$ cat src/rtl/cpu_top.sv
// cpu_top: two-stage (IF / EX) RV32I core.
//   IF holds the PC and fetches from a combinational instruction port.
//   EX decodes, reads the register file, runs the ALU, accesses data memory and writes back.
// Optional feature macro: CPU_SUBWORD_MEM_EN.
//   Defined: byte and halfword loads and stores are supported.
//   Undefined: only LW and SW are supported; LB/LH/LBU/LHU/SB/SH retire as no-ops.
// Memory handshake: there is no valid/ready.
//   A fetch is the word at i_mem_addr, sampled in the same cycle.
//   A load is the word at d_mem_addr, sampled in the same cycle.
//   A store happens on the rising edge while d_mem_wen is nonzero.
module cpu_top #(
  parameter logic [31:0] RESET_PC = 32'h0000_0000
) (
  input  logic        clk,
  input  logic        rst_n,
  output logic [31:0] i_mem_addr,
  input  logic [31:0] i_mem_rdata,
  output logic [31:0] d_mem_addr,
  output logic [31:0] d_mem_wdata,
  output logic [3:0]  d_mem_wen,
  input  logic [31:0] d_mem_rdata
);

  localparam logic [31:0] NOP        = 32'h0000_0013;
  localparam logic [6:0]  OPC_LUI    = 7'b0110111;
  localparam logic [6:0]  OPC_AUIPC  = 7'b0010111;
  localparam logic [6:0]  OPC_JAL    = 7'b1101111;
  localparam logic [6:0]  OPC_JALR   = 7'b1100111;
  localparam logic [6:0]  OPC_BRANCH = 7'b1100011;
  localparam logic [6:0]  OPC_LOAD   = 7'b0000011;
  localparam logic [6:0]  OPC_STORE  = 7'b0100011;
  localparam logic [6:0]  OPC_OPIMM  = 7'b0010011;
  localparam logic [6:0]  OPC_OP     = 7'b0110011;

  // Pipeline state.
  logic [31:0] pc_q, pc_d;
  logic [31:0] ifex_instr_q, ifex_instr_d;
  logic [31:0] ifex_pc_q, ifex_pc_d;
  logic [31:0] regs_q [32];

  // Decode fields of the instruction in EX.
  logic [6:0]  opcode;
  logic [4:0]  rd, rs1, rs2;
  logic [2:0]  funct3;
  logic        alt_bit;
  logic [31:0] imm_i, imm_s, imm_b, imm_u, imm_j;
  logic [31:0] rs1_val, rs2_val;

  // Execute results.
  logic [31:0] alu_b, alu_res;
  logic [4:0]  shamt;
  logic        ex_is_jal, ex_is_jalr, ex_is_branch, branch_cond, branch_taken;
  logic [31:0] branch_target_addr, link_addr;
  logic        load_ok;
  logic [31:0] load_data;
  logic        wb_en;
  logic [31:0] wb_data;

  assign i_mem_addr = pc_q;

  // Split the EX instruction into fields and the five immediate formats.
  always_comb begin
    opcode  = ifex_instr_q[6:0];
    rd      = ifex_instr_q[11:7];
    funct3  = ifex_instr_q[14:12];
    rs1     = ifex_instr_q[19:15];
    rs2     = ifex_instr_q[24:20];
    alt_bit = ifex_instr_q[30];
    imm_i   = {{20{ifex_instr_q[31]}}, ifex_instr_q[31:20]};
    imm_s   = {{20{ifex_instr_q[31]}}, ifex_instr_q[31:25], ifex_instr_q[11:7]};
    imm_b   = {{19{ifex_instr_q[31]}}, ifex_instr_q[31], ifex_instr_q[7],
               ifex_instr_q[30:25], ifex_instr_q[11:8], 1'b0};
    imm_u   = {ifex_instr_q[31:12], 12'd0};
    imm_j   = {{11{ifex_instr_q[31]}}, ifex_instr_q[31], ifex_instr_q[19:12],
               ifex_instr_q[20], ifex_instr_q[30:21], 1'b0};
  end

  // Register file reads.
  // x0 is hardwired to zero.
  // Write-back lands on the same edge that retires the writer, so the next instruction sees the new value.
  assign rs1_val = (rs1 == 5'd0) ? 32'd0 : regs_q[rs1];
  assign rs2_val = (rs2 == 5'd0) ? 32'd0 : regs_q[rs2];

  // ALU shared by OP and OP-IMM.
  // funct7 bit 30 selects SUB (OP only) and SRA/SRAI.
  always_comb begin
    alu_b   = (opcode == OPC_OP) ? rs2_val : imm_i;
    shamt   = alu_b[4:0];
    alu_res = 32'd0;
    case (funct3)
      3'b000: alu_res = (opcode == OPC_OP && alt_bit) ? (rs1_val - alu_b) : (rs1_val + alu_b);
      3'b001: alu_res = rs1_val << shamt;
      3'b010: alu_res = {31'd0, ($signed(rs1_val) < $signed(alu_b))};
      3'b011: alu_res = {31'd0, (rs1_val < alu_b)};
      3'b100: alu_res = rs1_val ^ alu_b;
      3'b101: alu_res = alt_bit ? $unsigned($signed(rs1_val) >>> shamt) : (rs1_val >> shamt);
      3'b110: alu_res = rs1_val | alu_b;
      3'b111: alu_res = rs1_val & alu_b;
      default: alu_res = 32'd0;
    endcase
  end

  // Branch and jump resolution in EX.
  // A taken transfer redirects the PC and squashes the fetched word.
  always_comb begin
    ex_is_jal    = (opcode == OPC_JAL);
    ex_is_jalr   = (opcode == OPC_JALR) && (funct3 == 3'b000);
    ex_is_branch = (opcode == OPC_BRANCH);
    case (funct3)
      3'b000:  branch_cond = (rs1_val == rs2_val);
      3'b001:  branch_cond = (rs1_val != rs2_val);
      3'b100:  branch_cond = ($signed(rs1_val) <  $signed(rs2_val));
      3'b101:  branch_cond = ($signed(rs1_val) >= $signed(rs2_val));
      3'b110:  branch_cond = (rs1_val <  rs2_val);
      3'b111:  branch_cond = (rs1_val >= rs2_val);
      default: branch_cond = 1'b0;
    endcase
    branch_taken = ex_is_jal | ex_is_jalr | (ex_is_branch & branch_cond);
    link_addr    = ifex_pc_q + 32'd4;
    if (ex_is_jalr) begin
      branch_target_addr = (rs1_val + imm_i) & ~32'd1;
    end else begin
      branch_target_addr = ifex_pc_q + (ex_is_jal ? imm_j : imm_b);
    end
  end

  // Data memory access.
  // The address is never realigned; byte lanes come from its low bits.
  always_comb begin
`ifdef CPU_SUBWORD_MEM_EN
    logic [31:0] lane_shift;
    logic [15:0] half_sel;
`endif
    d_mem_addr  = rs1_val + ((opcode == OPC_STORE) ? imm_s : imm_i);
    d_mem_wdata = rs2_val;
    d_mem_wen   = 4'b0000;
    load_ok     = 1'b0;
    load_data   = d_mem_rdata;
`ifdef CPU_SUBWORD_MEM_EN
    lane_shift  = d_mem_rdata >> {d_mem_addr[1:0], 3'b000};
    half_sel    = d_mem_addr[1] ? d_mem_rdata[31:16] : d_mem_rdata[15:0];
`endif
    if (opcode == OPC_STORE) begin
      case (funct3)
        3'b010: d_mem_wen = 4'b1111;
`ifdef CPU_SUBWORD_MEM_EN
        3'b000: begin
          d_mem_wen   = 4'b0001 << d_mem_addr[1:0];
          d_mem_wdata = {4{rs2_val[7:0]}};
        end
        3'b001: begin
          d_mem_wen   = 4'b0011 << {d_mem_addr[1], 1'b0};
          d_mem_wdata = {2{rs2_val[15:0]}};
        end
`endif
        default: d_mem_wen = 4'b0000;
      endcase
    end
    if (opcode == OPC_LOAD) begin
      case (funct3)
        3'b010: load_ok = 1'b1;
`ifdef CPU_SUBWORD_MEM_EN
        3'b000: begin load_ok = 1'b1; load_data = {{24{lane_shift[7]}}, lane_shift[7:0]}; end
        3'b100: begin load_ok = 1'b1; load_data = {24'd0, lane_shift[7:0]}; end
        3'b001: begin load_ok = 1'b1; load_data = {{16{half_sel[15]}}, half_sel}; end
        3'b101: begin load_ok = 1'b1; load_data = {16'd0, half_sel}; end
`endif
        default: load_ok = 1'b0;
      endcase
    end
  end

  // Write-back select.
  // FENCE, SYSTEM, unsupported subword accesses and unknown opcodes leave wb_en low.
  always_comb begin
    wb_en   = 1'b0;
    wb_data = alu_res;
    case (opcode)
      OPC_LUI:   begin wb_en = 1'b1;       wb_data = imm_u;             end
      OPC_AUIPC: begin wb_en = 1'b1;       wb_data = ifex_pc_q + imm_u; end
      OPC_JAL:   begin wb_en = 1'b1;       wb_data = link_addr;         end
      OPC_JALR:  begin wb_en = ex_is_jalr; wb_data = link_addr;         end
      OPC_LOAD:  begin wb_en = load_ok;    wb_data = load_data;         end
      OPC_OPIMM: wb_en = 1'b1;
      OPC_OP:    wb_en = 1'b1;
      default:   wb_en = 1'b0;
    endcase
  end

  // Next fetch state.
  // A taken transfer loads its target and turns the just-fetched word into a bubble.
  always_comb begin
    pc_d         = branch_taken ? branch_target_addr : (pc_q + 32'd4);
    ifex_instr_d = branch_taken ? NOP : i_mem_rdata;
    ifex_pc_d    = pc_q;
  end

  // PC and IF/EX pipeline register.
  always_ff @(posedge clk or negedge rst_n) begin
    if (!rst_n) begin
      pc_q         <= RESET_PC;
      ifex_instr_q <= NOP;
      ifex_pc_q    <= RESET_PC;
    end else begin
      pc_q         <= pc_d;
      ifex_instr_q <= ifex_instr_d;
      ifex_pc_q    <= ifex_pc_d;
    end
  end

  // Register file write port; reset clears every entry.
  always_ff @(posedge clk or negedge rst_n) begin
    if (!rst_n) begin
      for (int i = 0; i < 32; i++) regs_q[i] <= 32'd0;
    end else if (wb_en && (rd != 5'd0)) begin
      regs_q[rd] <= wb_data;
    end
  end

endmodule

$ cat config.mk
export PLATFORM = sky130hd
export DESIGN_NAME = cpu_top
export DESIGN_NICKNAME = d
export VERILOG_FILES = /design/src/rtl/cpu_top.sv
export SDC_FILE = /design/constraint.sdc
export NUM_CORES = 2
export LEC_CHECK = 0
export ABC_CLOCK_PERIOD_IN_PS = 6250
export CORE_ASPECT_RATIO = 1.75
export CORE_MARGIN = 3
export CORE_UTILIZATION = 55
export CTS_CLUSTER_SIZE = 8
export DETAILED_ROUTE_END_ITERATION = 8
export MAX_ROUTING_LAYER = met4
export PLACE_DENSITY_LB_ADDON = 0.12
export SLEW_MARGIN = 20
export SYNTH_ARGS = -nofsm -noshare
export SYNTH_HDL_FRONTEND = slang
export SYNTH_SLANG_ARGS = --single-unit
export TNS_END_PERCENT = 10
$ cat constraint.sdc
create_clock -name clk -period 6.25 [get_ports clk]
set_input_delay 1.25 -clock clk [delete_from_list [all_inputs] [get_ports clk]]
set_output_delay 1.25 -clock clk [all_outputs]
set_load 0.005 [all_outputs]
==> summary.txt <==
STA
  • Unrepaired setup endpoints after global routing: yes
  • Finish-stage setup viols: 206
  • Final worst slack: -0.322 ns
  • Slew @ Worst Pin: 1.30 ns
  • Worst Skew: 0.0554 ns
  • Final slew viol count: 0
  • Final period util: 1.05
  • Final min period: 6.57 ns
  • Worst relative slew slack: 0.121
  • Fmax: 152 MHz
  • Fin. Hold Viols: 0

GRT
  • GRT Total Usage: 0.535
  • Largest net degree at the start of global routing: 173
  • First-pass GRT wire length: 502 mm
  • Vias in the first global route: 69960
  • Total gr overflow: 0
  • Antenna violations before repair: 30

Yosys
  • Syn Area/Cell: 10.2 µm²
  • Largest cells by area after synthesis: dfrtp_1 38%, mux4_2 14%, mux2_2 5.5%
  • Top-count cell post-synth: dfrtp_1
  • Synth top area share: 0.382
  • Largest area contributor in the synthesized netlist: dfrtp_1
  • Post-synthesis instance total: 7195
  • Asr flop ratio synth: 1.00
  • Post-synth EDFFs: 0
  • Distinct cells, synth: 102
  • Register area share after synthesis: 0.383
  • Syn nets: 7482
  • Register bit total from synthesis: 1120
  • Ys flop type: dfrtp_1
  • Top cells by count, synth: 1117 x dfrtp_1, 1059 x nand2_1, 680 x o21ai_0
  • Yosys warnings: 0
  • Mapped Area: 73200 µm²

Route
  • Avg Vias per Cell: 7.20
  • Drt first pass iters: 6
  • Remaining routing DRC violations: 0
  • Post-route ant nets: 0
  • Drt wl/cell: 37.2 µm
  • DR vias: 69082
  • Iter 0 DRT Violations: 8617
  • Final WL: 357 mm

Floorplanning
  • Top-Level Pins: 166
  • Die ar.: 138000 µm²
  • Initial cell density of the core: 0.555
  • Die W: 282 µm
  • FP Rows: 176
  • Die height: 489 µm
  • Core area: 132000 µm²

Cells and area
  • Final nets: 8122
  • Proportion of layout cells with a drive suffix above 1: 0.310
  • Fillers: 9756
  • Layout Cells excl Fill: 9590
  • Fin area: 90300 µm²
  • Synthesis-to-layout area growth: 23.4%

CTS
  • Clock-pin transition on the worst setup and hold timing paths: 0.06 ns
  • Clk sinks: 1120
  • Hold Buf Count CTS: 0
  • Clk_lat worst skew: 0.82 ns
  • Clock Tree Root: clkbuf_16
  • Bufs on Longest Clock Path: 3
  • Number of buffers created by CTS: 158
  • CTS tree: built
  • Htree depth: 4

Critical path
  • Crit. Startpoint: ifex_instr_q[15]
  • CP arrival: 5.32 ns
  • Worst setup EP type: output port
  • Critical Path Source Type: flip-flop
  • Reg-to-Reg Start: ifex_instr_q[20]
  • WS Path Type: reg2out
  • WP data required: 5.00 ns
  • Worst-path fanout max: 7

Hold path
  • HP Class: reg2reg
  • Hold Path Origin: regs_q[1021]

Placement
  • Detailed Place HPWL: 246 mm
  • Placed cell areas: 81600 µm²
  • DP Cell Count: 9205
  • Buffers added on ports: 165
  • Gpl congestion: 1.15

Pwr
  • VDD IR max: 261 µV
  • LEAKAGE: 39.9 nW
  • Power Density: 269 nW/µm²

Flow run
  • Max cap viols: 0

Status
  • Failing checks: negative setup slack
  • Run status: complete, but fails checks
[power breakdown]
part	internal (mW)	total (mW)	switching [mW]
logic	3.21	7.71	4.49
registers	7.81	8.59	0.773
clock network	4.60	7.99	3.39
total	15.6	24.3	8.65
[path summary, 6_finish.rpt]
| kind | to | cells past startpoint | slack, ns |
|---|---|---|---|
| worst max-delay path | d_mem_addr[21] | 22 | -0.32 |
| worst min-delay path | regs_q[1021] | 0 | 0.39 |
| worst max register to register | regs_q[0] | 24 | -0.23 |
| worst min register to register | regs_q[1021] | 0 | 0.39 |
| max in group asynchronous | regs_q[338] | 2 | 4.08 |
| min in group asynchronous | regs_q[13] | 1 | 0.48 |
[sequential cells by signal, summed over array words and instances (netlist names)]
register and count:
regs_q 1024, ifex_instr_q 32, i_mem_addr 32, ifex_pc_q 32
[routing by layer]
| metal | routed length, µm | vias up | global-route usage |
|---|---|---|---|
| li1 | - | 27699 | - |
| met1 | 108000 | 33878 | 0.530 |
| met2 | 161000 | 5267 | 0.780 |
| met3 | 39700 | 2238 | 0.188 |
| met4 | 48400 | 0 | 0.574 |
| met5 | 0 | - | - |
[through the flow]
step                      utilization  hold slack, ns  power [mW]  worst slack, ns  setup TNS, ns
after global placement          0.618           0.361        15.3           -0.679        -116.73
after detailed placement        0.619           0.365        15.4           -0.711        -136.40
after global routing            0.685           0.383        24.9           -0.354         -32.39
final                           0.685           0.386        24.3           -0.322         -20.12
after floorplan                     -           0.396        12.0           0.0720              0
after CTS                       0.668           0.376        23.6           -0.229          -1.24
[logic make-up (layout without fill, tap and decap cells)]
group | count (synthesis) | in the layout | share of synthesized area
buffers and inverters | 819 | 1487 | 0.0478
AOI/OAI and AO/OA | 1952 | 1953 | 0.161
xor gates and xnor gates | 179 | 179 | 0.0214
and+or+nand+nor | 1721 | 1722 | 0.100
DFF | 1120 | 1120 | 0.383
muxes | 1183 | 1183 | 0.248
other | 0 | 34 | 0
adders and majority gates | 221 | 221 | 0.0384
[cell usage in the layout (no fill, tap or decap), drive strengths merged, types with 51 or more instances in the layout]
master and count:
dfrtp 1117, nand2 1059, buf 976, o21ai 908, mux4 470, a21oi 370
mux2 362, mux2i 351, nor2 279, ha 215, clkbuf 185, inv 162
clkdlybuf4s50 136, xnor2 104, a22oi 94, xor2 75, nand3 74, a31oi 69
a211oi 60, a21o 58, nor3 57, and2 53, o21bai 51
[layout make-up]
| cell class | count | area (µm²) | area share |
|---|---|---|---|
| tap | 1691 | 2120 | 0.0234 |
| inverter | 166 | 653 | 0.00723 |
| sequential | 1120 | 28100 | 0.311 |
| clock inverter | 15 | 368 | 0.00407 |
| multi-input combinational | 5258 | 43900 | 0.486 |
| timing repair buffer | 1131 | 11100 | 0.123 |
| clock buffer | 175 | 4040 | 0.0447 |
| antenna | 34 | 85.1 | 0.000942 |
[worst max-delay path, stage by stage (launching register included)]
cell	delay, ns
dfrtp_4	0.46
buf_12	0.15
buf_16	0.17
buf_16	0.15
mux4_2	0.53
mux2i_1	0.24
o22ai_1	0.14
a311oi_2	0.20
buf_4	0.19
clkinvlp_4	0.21
buf_12	0.20
ha_4	0.27
inv_2	0.04
o21bai_1	0.11
a21oi_1	0.08
buf_4	0.20
buf_6	0.13
o21a_4	0.22
buf_6	0.12
o21bai_4	0.12
nor2_2	0.05
xnor2_1	0.14
bufbuf_16	0.34
[what timing repair did]
action	CTS	global route
hold endpoints to repair	0	0
setup buffers	82	59
resized for setup	341	310
endpoints found under the setup margin	493	720
gates cloned	13	12
pin swaps	68	105
No activity file was read; power rests on OpenSTA's default activity.
